--- config.mk ---
export PLATFORM = sky130hd
export DESIGN_NAME = cm_guess_engine_flat
export DESIGN_NICKNAME = d
export VERILOG_FILES = /design/src/rtl/cm_guess_engine_if.sv /design/src/rtl/cm_guess_engine.sv /design/src/flat_wrapper.sv
export SDC_FILE = /design/constraint.sdc
export NUM_CORES = 1
export LEC_CHECK = 0
export CORE_MARGIN = 2
export CORE_UTILIZATION = 45
export CTS_BUF_LIST = sky130_fd_sc_hd__clkbuf_2
export DETAILED_ROUTE_END_ITERATION = 10
export PLACE_DENSITY = 0.75
export SYNTH_ARGS = -nofsm -noshare
export SYNTH_HDL_FRONTEND = slang
export SYNTH_SLANG_ARGS = --single-unit
--- constraint.sdc ---
create_clock -name CLK_50 -period 4.9 [get_ports CLK_50]
set_input_delay 0.49 -clock CLK_50 [delete_from_list [all_inputs] [get_ports CLK_50]]
set_output_delay 0.49 -clock CLK_50 [all_outputs]
set_load 0.02 [all_outputs]
--- src/rtl/cm_guess_engine_if.sv ---
// CM byte-bus signals shared between the guess engine and the MCU-facing bus wrapper.
// The engine takes the master view and the wrapper/MCU side takes the slave view.
interface cm_guess_engine_if #(
    parameter int DATA_W = 8
);
    logic              CLK_inter;
    logic [DATA_W-1:0] bus_din;
    logic [DATA_W-1:0] bus_dout;
    logic              bus_oe;

    modport master (
        input  CLK_inter,
        input  bus_din,
        output bus_dout,
        output bus_oe
    );

    modport slave (
        output CLK_inter,
        output bus_din,
        input  bus_dout,
        input  bus_oe
    );
endinterface

--- src/rtl/cm_guess_engine.sv ---
// Brute-force guess engine: sends framed odometer guesses on MCU strobe falls,
// then waits for a YES/NO reply with timeout, bounded retransmission and exhaustion detection.
module cm_guess_engine #(
    parameter int                DATA_W        = 8,
    parameter int                GUESS_BYTES   = 2,
    parameter logic [DATA_W-1:0] RANGE_MIN     = 8'h06,
    parameter logic [DATA_W-1:0] RANGE_MAX     = 8'hFF,
    parameter int                REPLY_TIMEOUT = 50000,
    parameter int                MAX_RETRIES   = 3,
    parameter int                SYNC_STAGES   = 2
) (
    input  logic                            CLK_50,
    input  logic                            RST_N,
    cm_guess_engine_if.master               bus,
    output logic [GUESS_BYTES*DATA_W-1:0]   guess_value,
    output logic                            busy,
    output logic                            found,
    output logic                            exhausted,
    output logic                            error,
    output logic [31:0]                     attempt_cnt
);

    localparam int IDX_W   = (GUESS_BYTES > 1) ? $clog2(GUESS_BYTES) : 1;
    localparam int TMO_W   = (REPLY_TIMEOUT > 0) ? $clog2(REPLY_TIMEOUT + 1) : 1;
    localparam int RETRY_W = (MAX_RETRIES > 0) ? $clog2(MAX_RETRIES + 1) : 1;

    localparam logic [DATA_W-1:0] START_B = DATA_W'(8'h01);
    localparam logic [DATA_W-1:0] BEGIN_B = DATA_W'(8'h02);
    localparam logic [DATA_W-1:0] YES_B   = DATA_W'(8'h03);
    localparam logic [DATA_W-1:0] NO_B    = DATA_W'(8'h04);
    localparam logic [DATA_W-1:0] END_B   = DATA_W'(8'h05);

    localparam logic [IDX_W-1:0]   LAST_IDX    = IDX_W'(GUESS_BYTES - 1);
    localparam logic [TMO_W-1:0]   TMO_LOAD    = TMO_W'(REPLY_TIMEOUT);
    localparam logic [RETRY_W-1:0] RETRY_LIMIT = RETRY_W'(MAX_RETRIES);

    typedef enum logic [2:0] {
        IDLE,
        WAIT_SLOT,
        SEND_START,
        SEND_DATA,
        SEND_END,
        SETTLE,
        WAIT_REPLY
    } state_e;

    state_e               state_q, state_d;
    logic [IDX_W-1:0]     idx_q, idx_d;
    logic [DATA_W-1:0]    guess_q [GUESS_BYTES];
    logic [DATA_W-1:0]    guess_d [GUESS_BYTES];
    logic [DATA_W-1:0]    guessInc [GUESS_BYTES];
    logic [TMO_W-1:0]     tmo_q, tmo_d;
    logic [RETRY_W-1:0]   retry_q, retry_d;
    logic [31:0]          attempt_q, attempt_d;
    logic                 found_q, found_d;
    logic                 exhausted_q, exhausted_d;
    logic                 error_q, error_d;
    logic                 oe_q, oe_d;
    logic [DATA_W-1:0]    dout_q, dout_d;

    logic [SYNC_STAGES-1:0] clkSync_q;
    logic [DATA_W-1:0]      busSync_q [SYNC_STAGES];
    logic                   clkPrev_q;
    logic                   strobeFall;
    logic [DATA_W-1:0]      busRx;
    logic                   allMax;
    logic                   incCarry;

    // Both the strobe and the raw bus byte cross from the MCU domain here.
    always_ff @(posedge CLK_50 or negedge RST_N) begin
        if (!RST_N) begin
            clkSync_q <= '0;
            clkPrev_q <= 1'b0;
            for (int i = 0; i < SYNC_STAGES; i++) begin
                busSync_q[i] <= '0;
            end
        end else begin
            clkSync_q    <= {clkSync_q[SYNC_STAGES-2:0], bus.CLK_inter};
            clkPrev_q    <= clkSync_q[SYNC_STAGES-1];
            busSync_q[0] <= bus.bus_din;
            for (int i = 1; i < SYNC_STAGES; i++) begin
                busSync_q[i] <= busSync_q[i-1];
            end
        end
    end

    assign strobeFall = clkPrev_q & ~clkSync_q[SYNC_STAGES-1];
    assign busRx      = busSync_q[SYNC_STAGES-1];

    always_comb begin
        incCarry = 1'b1;
        allMax   = 1'b1;
        for (int i = 0; i < GUESS_BYTES; i++) begin
            guessInc[i] = guess_q[i];
            if (guess_q[i] != RANGE_MAX) begin
                allMax = 1'b0;
            end
            if (incCarry) begin
                if (guess_q[i] == RANGE_MAX) begin
                    guessInc[i] = RANGE_MIN;
                end else begin
                    guessInc[i] = guess_q[i] + 1'b1;
                    incCarry    = 1'b0;
                end
            end
        end
    end

    always_ff @(posedge CLK_50 or negedge RST_N) begin
        if (!RST_N) begin
            state_q     <= IDLE;
            idx_q       <= '0;
            tmo_q       <= '0;
            retry_q     <= '0;
            attempt_q   <= '0;
            found_q     <= 1'b0;
            exhausted_q <= 1'b0;
            error_q     <= 1'b0;
            oe_q        <= 1'b0;
            dout_q      <= '0;
            for (int i = 0; i < GUESS_BYTES; i++) begin
                guess_q[i] <= RANGE_MIN;
            end
        end else begin
            state_q     <= state_d;
            idx_q       <= idx_d;
            tmo_q       <= tmo_d;
            retry_q     <= retry_d;
            attempt_q   <= attempt_d;
            found_q     <= found_d;
            exhausted_q <= exhausted_d;
            error_q     <= error_d;
            oe_q        <= oe_d;
            dout_q      <= dout_d;
            for (int i = 0; i < GUESS_BYTES; i++) begin
                guess_q[i] <= guess_d[i];
            end
        end
    end

    // A reply is only honoured in WAIT_REPLY, and a real reply beats a same-cycle timeout.
    always_comb begin
        state_d     = state_q;
        idx_d       = idx_q;
        tmo_d       = tmo_q;
        retry_d     = retry_q;
        attempt_d   = attempt_q;
        found_d     = found_q;
        exhausted_d = exhausted_q;
        error_d     = error_q;
        for (int i = 0; i < GUESS_BYTES; i++) begin
            guess_d[i] = guess_q[i];
        end

        case (state_q)
            IDLE: begin
                if (busRx == BEGIN_B) begin
                    found_d     = 1'b0;
                    exhausted_d = 1'b0;
                    error_d     = 1'b0;
                    attempt_d   = '0;
                    retry_d     = '0;
                    for (int i = 0; i < GUESS_BYTES; i++) begin
                        guess_d[i] = RANGE_MIN;
                    end
                    state_d = WAIT_SLOT;
                end
            end
            WAIT_SLOT: begin
                if (strobeFall) begin
                    state_d = SEND_START;
                end
            end
            SEND_START: begin
                if (strobeFall) begin
                    idx_d   = '0;
                    state_d = SEND_DATA;
                end
            end
            SEND_DATA: begin
                if (strobeFall) begin
                    if (idx_q == LAST_IDX) begin
                        state_d = SEND_END;
                    end else begin
                        idx_d = idx_q + 1'b1;
                    end
                end
            end
            SEND_END: begin
                if (strobeFall) begin
                    state_d = SETTLE;
                end
            end
            SETTLE: begin
                tmo_d   = TMO_LOAD;
                state_d = WAIT_REPLY;
            end
            WAIT_REPLY: begin
                if (busRx == YES_B) begin
                    found_d = 1'b1;
                    state_d = IDLE;
                end else if (busRx == NO_B) begin
                    if (attempt_q != 32'hFFFF_FFFF) begin
                        attempt_d = attempt_q + 32'd1;
                    end
                    retry_d = '0;
                    if (allMax) begin
                        exhausted_d = 1'b1;
                        state_d     = IDLE;
                    end else begin
                        for (int i = 0; i < GUESS_BYTES; i++) begin
                            guess_d[i] = guessInc[i];
                        end
                        state_d = WAIT_SLOT;
                    end
                end else if (tmo_q == '0) begin
                    if (retry_q < RETRY_LIMIT) begin
                        retry_d = retry_q + 1'b1;
                        state_d = WAIT_SLOT;
                    end else begin
                        error_d = 1'b1;
                        state_d = IDLE;
                    end
                end else begin
                    tmo_d = tmo_q - 1'b1;
                end
            end
            default: begin
                state_d = IDLE;
            end
        endcase
    end

    // Bus drive is decoded from the current state and registered, so it lags the state by a cycle.
    always_comb begin
        oe_d   = 1'b0;
        dout_d = '0;
        case (state_q)
            SEND_START: begin
                oe_d   = 1'b1;
                dout_d = START_B;
            end
            SEND_DATA: begin
                oe_d   = 1'b1;
                dout_d = guess_q[idx_q];
            end
            SEND_END: begin
                oe_d   = 1'b1;
                dout_d = END_B;
            end
            default: begin
                oe_d   = 1'b0;
                dout_d = '0;
            end
        endcase
    end

    for (genvar g = 0; g < GUESS_BYTES; g++) begin : g_guessOut
        assign guess_value[g*DATA_W +: DATA_W] = guess_q[g];
    end

    assign bus.bus_oe   = oe_q;
    assign bus.bus_dout = dout_q;
    assign busy         = (state_q != IDLE);
    assign found        = found_q;
    assign exhausted    = exhausted_q;
    assign error        = error_q;
    assign attempt_cnt  = attempt_q;

endmodule

--- src/flat_wrapper.sv ---
// flat-port wrapper written by rule: the top's interface ports become plain ports
module cm_guess_engine_flat 
#(
    parameter int                DATA_W        = 8,
    parameter int                GUESS_BYTES   = 2,
    parameter logic [DATA_W-1:0] RANGE_MIN     = 8'h06,
    parameter logic [DATA_W-1:0] RANGE_MAX     = 8'hFF,
    parameter int                REPLY_TIMEOUT = 50000,
    parameter int                MAX_RETRIES   = 3,
    parameter int                SYNC_STAGES   = 2
)
  (CLK_50, RST_N, guess_value, busy, found, exhausted, error, attempt_cnt, bus_CLK_inter, bus_bus_din, bus_bus_dout, bus_bus_oe);
  cm_guess_engine_if #(.DATA_W(DATA_W)) bus_i ();
  input  logic CLK_50;
  input  logic RST_N;
  output logic [GUESS_BYTES*DATA_W-1:0] guess_value;
  output logic busy;
  output logic found;
  output logic exhausted;
  output logic error;
  output logic [31:0] attempt_cnt;
  input wire logic [$bits(bus_i.CLK_inter)-1:0] bus_CLK_inter;
  input wire logic [$bits(bus_i.bus_din)-1:0] bus_bus_din;
  output wire logic [$bits(bus_i.bus_dout)-1:0] bus_bus_dout;
  output wire logic [$bits(bus_i.bus_oe)-1:0] bus_bus_oe;
  assign bus_i.CLK_inter = bus_CLK_inter;
  assign bus_i.bus_din = bus_bus_din;
  assign bus_bus_dout = bus_i.bus_dout;
  assign bus_bus_oe = bus_i.bus_oe;
  cm_guess_engine #(.DATA_W(DATA_W), .GUESS_BYTES(GUESS_BYTES), .RANGE_MIN(RANGE_MIN), .RANGE_MAX(RANGE_MAX), .REPLY_TIMEOUT(REPLY_TIMEOUT), .MAX_RETRIES(MAX_RETRIES), .SYNC_STAGES(SYNC_STAGES)) u_core (.CLK_50(CLK_50), .RST_N(RST_N), .bus(bus_i), .guess_value(guess_value), .busy(busy), .found(found), .exhausted(exhausted), .error(error), .attempt_cnt(attempt_cnt));
endmodule
# Yosys cells after proc, flatten, opt, wreduce, memory -nomap -nowiden
# Cells that the tools add are included.
# op_classes
eq_ne	34
bitwise_logic	3
n_mux	59
n_reduce_logical	17
n_addsub	6
div	0
n_lt_le_gt_ge	2
multipliers	0
shifts	0
# op_table
op	n
two-way mux 32 bit	4
two-way mux 16 bit	7
one-hot mux 16 bit (2 select lines)	2
one-hot mux 32 bit (2 select lines)	1
two-way mux 8 bit	6
adder 32 x 1 -> 32 bit (second input constant)	1
!= test 32 bit (second input constant)	1
two-way mux 3 bit	9
!= test 2 x 1 -> 1 bit (second input constant)	12
one-hot mux 8 bit (3 select lines)	1
one-hot mux 3 bit (7 select lines)	1
AND reduction 5 bit	4
two-way mux 1 bit	18
adder 8 x 1 -> 8 bit (second input constant)	2
equality test 8 x 2 -> 1 bit (second input constant)	2
equality test 8 bit (second input constant)	2
zero test 16 bit	1
!= test 8 bit (second input constant)	2
subtractor 16 x 1 -> 16 bit (second input constant)	1
AND reduction 6 bit	2
two-way mux 2 bit	5
!= test 2 bit (second input constant)	5
equality test 3 bit (second input constant)	3
equality test 8 x 3 -> 1 bit (second input constant)	1
20 further kinds	28
# totals
ram_bits	0
mem_bits_ro	0
ff_bits	101
out_inout_bits	61
mem_count	0
in_bits	11
latch_bits	0
wordCells	137

# Logic depth before layout (Yosys ltp)
# Gate-level depths: netlist of run 1.
# depth
word_depth	7
depth_mapped	9
mapped_depth_nobuf	7

# Least setup slack after synthesis of run 1
# OpenSTA, ideal clock, no wires.
# synth_timing
path_kind	register to register
from	register u_core.guess_q (netlist bit u_core.guess_value[1])
to	register u_core.guess_q (netlist bit u_core.guess_value[14])
path_stages_with_launch	8
path_buffers	1
required_time_ns	4.822
arrival_ns	2.009
setup_slack_ns	2.814
synth_period_minus_slack_ns	2.086
cell_sequence	dfstp_2 -> ha_1 -> and4_1 -> a21oi_1 -> a211o_1 -> buf_6 -> or3_1 -> a21oi_1
# synth_via
elab_chain_cells	5
# synth_rtl
item	line_no	rtl
from (decl)	cm_guess_engine.sv:49	logic [DATA_W-1:0] guess_q [GUESS_BYTES];
from (signal, indexed assignment)	cm_guess_engine.sv:136	guess_q[i] <= guess_d[i];
!= test 8 bit	cm_guess_engine.sv:95	if (guess_q[i] != RANGE_MAX) begin
two-way mux 1 bit (2 in a row)	cm_guess_engine.sv:95	
!= test 2 bit (no source line)	-	
AND reduction 6 bit (no source line) *	-	
# Mark *: on every way between the ends. The rest lies on a longest branch, timed or not.
# A chain may end at the register's enable or synchronous reset.

# Worst setup path after layout of run 1
# layout_timing
from	register u_core.attempt_q[0] (netlist: u_core.attempt_cnt[0])
to	register u_core.attempt_q[3] (netlist: u_core.attempt_cnt[3])
# layout_via
elab_chain_cells	5
# layout_rtl
item	line_no	rtl
from (decl)	cm_guess_engine.sv:54	logic [31:0] attempt_q, attempt_d;
from (signal assigned)	cm_guess_engine.sv:129	attempt_q <= attempt_d;
adder 32 x 1 -> 32 bit	cm_guess_engine.sv:204	attempt_d = attempt_q + 32'd1;
two-way mux 32 bit	cm_guess_engine.sv:203	if (attempt_q != 32'hFFFF_FFFF) begin
two-way mux 32 bit	cm_guess_engine.sv:202	end else if (busRx == NO_B) begin
two-way mux 32 bit	cm_guess_engine.sv:199	if (busRx == YES_B) begin
one-hot mux 32 bit (2 select lines)	cm_guess_engine.sv:155	case (state_q)
# Parallel ways exist; a longest one is shown, timed or not. The select of a mux whose other input is x is not followed.

==> summary.md, run 1 <==
| Metric | Value |
|---|---|
| Adder-cell area share of the yosys netlist | `1.46%` |
| Worst-path clk slew | `0.27 ns` |
| Pin count of the biggest net entering global routing | `59` |
| All-Layer GR Usage | `between 10% and 20%` |
| Post-CTS sizing | `0` |
| CP Capture Type | `flip-flop` |
| Drt initial violations | `303` |
| Post-DP Area | `5930 µm²` |
| Antenna Nets Post-Route | `0` |
| # diodes | `0` |
| Post-synthesis cell count | `538` |
| Final routed DRC violation total | `0` |
| Ys Warns | `0` |
| Core Rows | `39` |
| Clk network pwr share | `21.0%` |
| First drt pass iteration count | `5` |
| Via count | `approximately 4500` |
| Sink Count | `just over 100` |
| Worst path required time | `5.39 ns` |
| Top_reg_cell synth | `dfrtp_1` |
| Final hold vios | `0` |
| Post-synthesis register bit count | `101` |
| Max Slew Vio Count | `0` |
| Vias per inst | `between 6 and 7` |
| H-tree levels | `3` |
| FF-to-FF End | `u_core.attempt_cnt[3]` |
| Slowest stage delay, CP | `approximately 0.99 ns` |
| Post-synth EDFFs | `0` |
| Total negative slack | `0 ns` |
| Detailed Place HPWL | `8650 µm` |
| Synth area leader | `dfrtp_1` |
| Final setup violation count | `0` |
| Slew HR | `roughly 30%` |
| Nets@finish | `617` |
| Hold Path Sink | `u_core.clkSync_q[0]` |
| Post-route cell area | `6070 µm²` |
| Startpoint Class | `flip-flop` |
| Syn avg cell area | `9.56 µm²` |
| CP Max Fanout | `32` |
| Yosys cell types | `59` |
| Leak Pwr | `0.00246 µW` |
| Crit path kind | `flip-flop to flip-flop` |
| Critical path's most frequent cell | `o21ai_0` |
| Mux share of post-synthesis cell area | `3.33%` |
| Maximum clock frequency | `332 MHz` |
| Hold Slack | `0.326 ns` |
| P_int | `1280 µW` |
| Gpl congestion | `0.844` |
| Seq/Total Area, Yosys | `49.2%` |
| Root buf cell | `clkbuf_2` |
| Synth Area in Compound Gates | `17.4%` |
| Main combinational cell family by area after synthesis | `simple AND/OR/NAND/NOR gates` |
| Die X-Extent | `111 µm` |
| Clock buffer depth | `2` |
| First-pass GRT wire length | `20400 µm` |
| Hold WC Path Type | `input pin to flip-flop` |
| Post-placement worst setup slack | `roughly 2 ns` |
| Comb power frac | `25.4%` |
| Core area | `11300 µm²` |
| RSZ-0062 raised after global routing | `false` |
| PortBufs | `71` |
| Area grow syn2layout | `18.0%` |
| Largest cells by area after synthesis | `dfrtp_1, o21ai_0, nand3_1` |
| Flop pwr share | `53.6%` |
| DR WL/cell | `16.5 µm` |
| Synth Area in Simple Gates | `approximately 25%` |
| Async SR Flop Fraction | `100%` |
| Data arrival, critical path | `3.51 ns` |
| Net Count, Synth | `555` |
| Overflow after GRT | `0` |
| Antenna violations before repair | `0` |
| Layout cells sized above 1 | `between 5 and 6%` |
| Reg2reg setup slack | `approximately 1.9 ns` |
| CTS tree | `done` |
| Status | `completed` |
| Peak supply drop | `212 µV` |
| Final WS setup | `1.88 ns` |
| R2R depth | `6` |
| Share of the synthesized area in the top cell type | `47.2%` |
| Fin crit period | `3.02 ns` |
| Number of CTS-inserted buffers | `9` |
| Insertion delay to the later sink of the worst-skew pair | `0.58 ns` |
| Hold Startpoint | `bus_CLK_inter` |
| Vias in the first global route | `~4200` |
| Die Y | `111 µm` |
| CP max-delay cell | `a41o_1` |
| Hold Path Depth | `1` |
| Die area | `12300 µm²` |
| I/O pin total | `72` |
| Fin crit share | `around three fifths` |
| Initial Util | `a little under half` |
| Xor and xnor fraction of the mapped netlist area | `0%` |
| Switching share of power | `36.6%` |
| Psw | `740 µW` |
| RR Startpoint | `u_core.attempt_cnt[0]` |
| Critical-path cell list | `ha_1 > nand3_1 > nor2_1 > a41o_1 > o21ai_0 > o21ai_0` |
| Pwr dens | `333 nW/µm²` |
| Worst-margin pin slew | `1.05 ns` |
| Synth Cell Area | `slightly above 5000 µm²` |
| Max-cap violations | `0` |
| Clock skew | `0.0497 ns` |
| Drt total wl | `12300 µm` |
| Core Util, Final | `53.8%` |
## timing repair
action / CTS / global route
hold buffers: 1 / 0
hold endpoints to repair: 55 / 0
setup buffers: 0 / 0
setup endpoints to repair: 0 / 0
## layout by cell type (no fill, tap or decap), drive strengths merged, types with 13 or more instances in the layout
cell type and count:
dfrtp 97, clkdlybuf4s50 70, o21ai 70, nand2 46, nand3 36, nor2 33, a21oi 30, nand4 22
or3 16, mux2i 16, inv 15, nor3 13
## synthesized netlist by cell type, types with 3 or more instances
cell type and count:
dfrtp_1 97, o21ai_0 64, nand2_1 46, nand3_1 36
nor2_1 33, a21oi_1 30, nand4_1 21, mux2i_1 16
or3_1 16, and3_1 12, a31oi_1 11, inv_1 11
o31ai_1 11, buf_2 10, nor3_1 10, and4_1 9
clkbuf_1 9, nor4_1 7, and2_1 6, ha_1 6
nand2b_1 6, o21ai_1 6, or4_1 5, dfstp_2 4
nor2b_1 4, o211ai_1 4, a21o_1 3, buf_1 3
o41ai_1 3
## layer usage
layer	vias to the layer above	routed length, µm	track usage [%]
li1	2152	-	-
met1	2232	5470	27.3
met2	148	6030	31.8
met3	16	649	4.43
met4	0	178	6.08
met5	-	0	0
## metrics by stage
| step | cells | power, µW |
|---|---|---|
| 2_1_floorplan | 538 | 1440 |
| 3_3_place_gp | 731 | 1580 |
| 3_5_place_dp | 731 | 1610 |
| 4_1_cts | 748 | 2040 |
| 5_1_grt | 748 | 2160 |
| 6_report | 748 | 2020 |
## kinds of logic (layout without fill, tap and decap cells)
group / after synthesis / in the layout
and+or+nand+nor: 232 / 232
AOI/OAI and AO/OA: 147 / 147
DFF: 101 / 101
buffers and inverters: 35 / 102
muxes: 17 / 17
adders and majority gates: 6 / 6
## layout make-up
cell class	count	area (µm²)
Fill cell	1002	5200
Sequential cell	101	2530
Multi-Input combinational cell	402	2450
Timing Repair Buffer	75	741
Tap cell	143	179
Clock inverter	7	80.1
Clock buffer	9	45.0
Inverter	11	41.3
## how the worst max path moves through the flow
stage	start	to	slack [ns]
final	u_core.attempt_cnt[0]	u_core.attempt_cnt[3]	1.88
after global routing	u_core.attempt_cnt[1]	u_core.attempt_cnt[15]	1.58
after CTS	u_core.attempt_cnt[1]	u_core.attempt_cnt[14]	1.97
after detailed placement	u_core.attempt_cnt[0]	u_core.attempt_cnt[28]	2.00
after global placement	u_core.attempt_cnt[0]	u_core.attempt_cnt[4]	2.16
after floorplan	u_core.guess_value[1]	u_core.guess_value[14]	2.81
## power by group through the flow
| stage | clock network, µW | registers, µW | logic, µW |
|---|---|---|---|
| 2_1_floorplan | 0 | 1050 | 393 |
| 3_3_place_gp | 0 | 1090 | 490 |
| 3_5_place_dp | 0 | 1100 | 515 |
| 4_1_cts | 440 | 1080 | 517 |
| 5_1_grt | 479 | 1100 | 576 |
| 6_report | 424 | 1080 | 514 |
## registers in the layout, indices dropped and copies added (netlist names), 2 cells and up
register,cells
u_core.guess_value,16
u_core.clkSync_q,2
u_core.tmo_q,16
u_core.busRx,8
u_core.retry_q,2
u_core.busSync_q,8
u_core.attempt_cnt,32
u_core.bus.bus_dout,8
u_core.state_q,3
## worst max-delay path, delay by kind of cell, from the launching register on
| kind | cells | cell delay, ns |
|---|---|---|
| and+or+nand+nor | 2 | 0.82 |
| DFF | 1 | 0.53 |
| AOI/OAI and AO/OA | 3 | 1.34 |
| adders and majority gates | 1 | 0.26 |
(Power assumes the default switching activity.)
==> inputs of run 2 (changes only) <==
--- a/config.mk
+++ b/config.mk
@@ -9,7 +9,7 @@
 export CORE_UTILIZATION = 45
 export CTS_BUF_LIST = sky130_fd_sc_hd__clkbuf_2
 export DETAILED_ROUTE_END_ITERATION = 10
-export PLACE_DENSITY = 0.75
+export PLACE_DENSITY = 0.77
 export SYNTH_ARGS = -nofsm -noshare
 export SYNTH_HDL_FRONTEND = slang
 export SYNTH_SLANG_ARGS = --single-unit
==> constraint.sdc (replaced) <==
create_clock -name CLK_50 -period 2.66 [get_ports CLK_50]
set_input_delay 0.266 -clock CLK_50 [delete_from_list [all_inputs] [get_ports CLK_50]]
set_output_delay 0.266 -clock CLK_50 [all_outputs]
set_load 0.02 [all_outputs]
==> run 2 against run 1 <==
Non-clock buffer count up 10. Via count up 0.26%. Combinational power up 87%. Wire length up 0.88%. Worst hold slack worse by 0.23 ns.
==> summary.md, run 2 (synthesized netlist as in run 1, its figures left out) <==
| Metric | Value |
|---|---|
| Leak Pwr | `about 0.0025 µW` |
| Status | `completed` |
| Postcts setup bufs | `0` |
| RR Startpoint | `u_core.state_q[2]` |
| Post-CTS sizing | `0` |
| Worst-path clk slew | `0.30 ns` |
| Area occupied by multi-input gates | `2450 µm²` |
| CP Max Fanout | `19` |
| Via count | `4560` |
| Core Util, Final | `54.7%` |
| Vias in the first global route | `4365` |
| WP depth | `5` |
| Gpl congestion | `0.846` |
| Slew HR | `56.3%` |
| Area grow syn2layout | `19.9%` |
| Post-Layout Cell Count | `758` |
| Fin crit share | `90.5%` |
| Core area | `11300 µm²` |
| Drt initial violations | `301` |
| Fin crit period | `2.41 ns` |
| Met1 Use GR | `28.2%` |
| Die X-Extent | `around 110 µm` |
| Drt total wl | `12400 µm` |
| Antenna Nets Post-Route | `0` |
| Pin count of the biggest net entering global routing | `55` |
| R2R depth | `5` |
| Busiest grt layer | `met2` |
| Clock skew | `0.0509 ns` |
| PortBufs | `71` |
| First drt pass iteration count | `4` |
| Crit path kind | `flip-flop to flip-flop` |
| Total negative slack | `0 ns` |
| Kind of cell adding the most delay to the critical path | `simple AND/OR/NAND/NOR gates` |
| Data arrival, critical path | `2.94 ns` |
| Startpoint Class | `flip-flop` |
| CP max-delay cell | `dfrtp_1` |
| Largest register FFs | `32` |
| Hold WC Path Type | `input pin to flip-flop` |
| All-Layer GR Usage | `around 20%` |
| Number of CTS-inserted buffers | `9` |
| Final hold vios | `0` |
| Antenna violations before repair | `0` |
| Vias per inst | `6.02` |
| Overflow after GRT | `0` |
| Die Y | `roughly 110 µm` |
| Peak supply drop | `423 µV` |
| Critical-path cell list | `and3b_1 > nand4_2 > a31oi_4 > nand4_1 > o21ai_0` |
| # fillers | `1019` |
| Worst path required time | `3.19 ns` |
| CP Capture Type | `flip-flop` |
| Placed cells | `739` |
| Met2 usage | `roughly a third` |
| Core Rows | `39` |
| Max-cap violations | `0` |
| RSZ-0062 raised after global routing | `false` |
| First-pass GRT wire length | `21200 µm` |
| Slowest stage delay, CP | `between 0.6 and 0.7 ns` |
| Insertion delay to the later sink of the worst-skew pair | `a little under 0.6 ns` |
| Most frequent cells in the layout | `dfrtp_1, clkdlybuf4s50_1, o21ai_0, nand2_1, nand3_1` |
| Seq. cell area | `~2500 µm²` |
| DR WL/cell | `16.4 µm` |
| Detailed Place HPWL | `8750 µm` |
| Layout cells sized above 1 | `7.32%` |
| Max Slew Vio Count | `0` |
| Hold-fix buffers, CTS | `1` |
| Maximum clock frequency | `415 MHz` |
| FF-to-FF End | `u_core.attempt_cnt[21]` |
| Clock buffer depth | `2` |
| Commonest non-fill, non-tap cell in the layout | `dfrtp_1` |
| CP Buf/Inv Count | `0` |
| Die area | `between 10000 and 15000 µm²` |
| CTS tree | `done` |
| Reg2reg setup slack | `0.25 ns` |
| Pwr dens | `slightly above 600 nW/µm²` |
| Worst-margin pin slew | `0.653 ns` |
| Initial Util | `between 40 and 50%` |
| Final routed DRC violation total | `0` |
| Worst Setup SP | `u_core.state_q[2]` |
| Grt met3 use | `3.83%` |
| Sink Count | `101` |
| Setup crit end | `u_core.attempt_cnt[21]` |
| # diodes | `0` |
| Nets@finish | `around 630` |
| Final setup violation count | `0` |
| I/O pin total | `72` |
| Root buf cell | `clkbuf_2` |
| H-tree levels | `3` |
[run 2: changes by cell type in the layout (fill, tap and decap cells not counted)]
cell           delta
clkinv_1          -1
inv_6             -1
clkinv_4          +1
buf_12            +1
dlygate4sd3_1     +2
buf_4             +7
clkinv_2          +1
[run 2: per-stage QoR]
stage / setup slack (ns) / instance area (µm²) / hold WS [ns] / total power (µW)
6_report: 0.252 / 6160 / 0.0911 / 3750
5_1_grt: 0.00917 / 6160 / 0.0256 / 3990
4_1_cts: 0.203 / 6140 / 0.00474 / 3770
3_5_place_dp: 0.277 / 6010 / 0.321 / 2970
3_3_place_gp: 0.417 / 6010 / 0.319 / 2920
2_1_floorplan: 0.574 / 5140 / -0.0296 / 2660
[run 2: final cells by class]
type                    count  share of cell area (%)
well taps                 143                    2.90
flip-flops and latches    101                    41.1
multi-input cells         402                    39.8
repair buffers             85                    13.5
clock inverters             7                    1.32
inverters                  11                   0.670
clock buffers               9                   0.731
[run 2: power by group]
part           total, µW  switching, µW  internal, µW  leakage (µW)
Combinational        962            547           414       0.00112
Sequential          2000            264          1730       0.00132
Clock                790            556           235     0.0000788
Total               3750           1370          2380       0.00252
[run 2: per-layer routing]
metal,part of all wire (%),vias up,wire (µm)
li1,-,2163,-
met1,45,2250,5550
met3,4.8,6,597
met5,0,-,0
met2,50,141,6220
met4,0.51,0,64
[run 2: worst min-delay path by stage]
stage                     slack (ns)                     to  cells past startpoint           start
final                           0.09   u_core.busSync_q[10]                      1  bus_bus_din[2]
after global placement          0.32  u_core.guess_value[0]                      1           RST_N
after floorplan                -0.03  u_core.attempt_cnt[0]                      0           RST_N
after global routing            0.03   u_core.busSync_q[10]                      1  bus_bus_din[2]
after detailed placement        0.32  u_core.guess_value[5]                      1           RST_N
after CTS                      0.005    u_core.clkSync_q[0]                      1   bus_CLK_inter
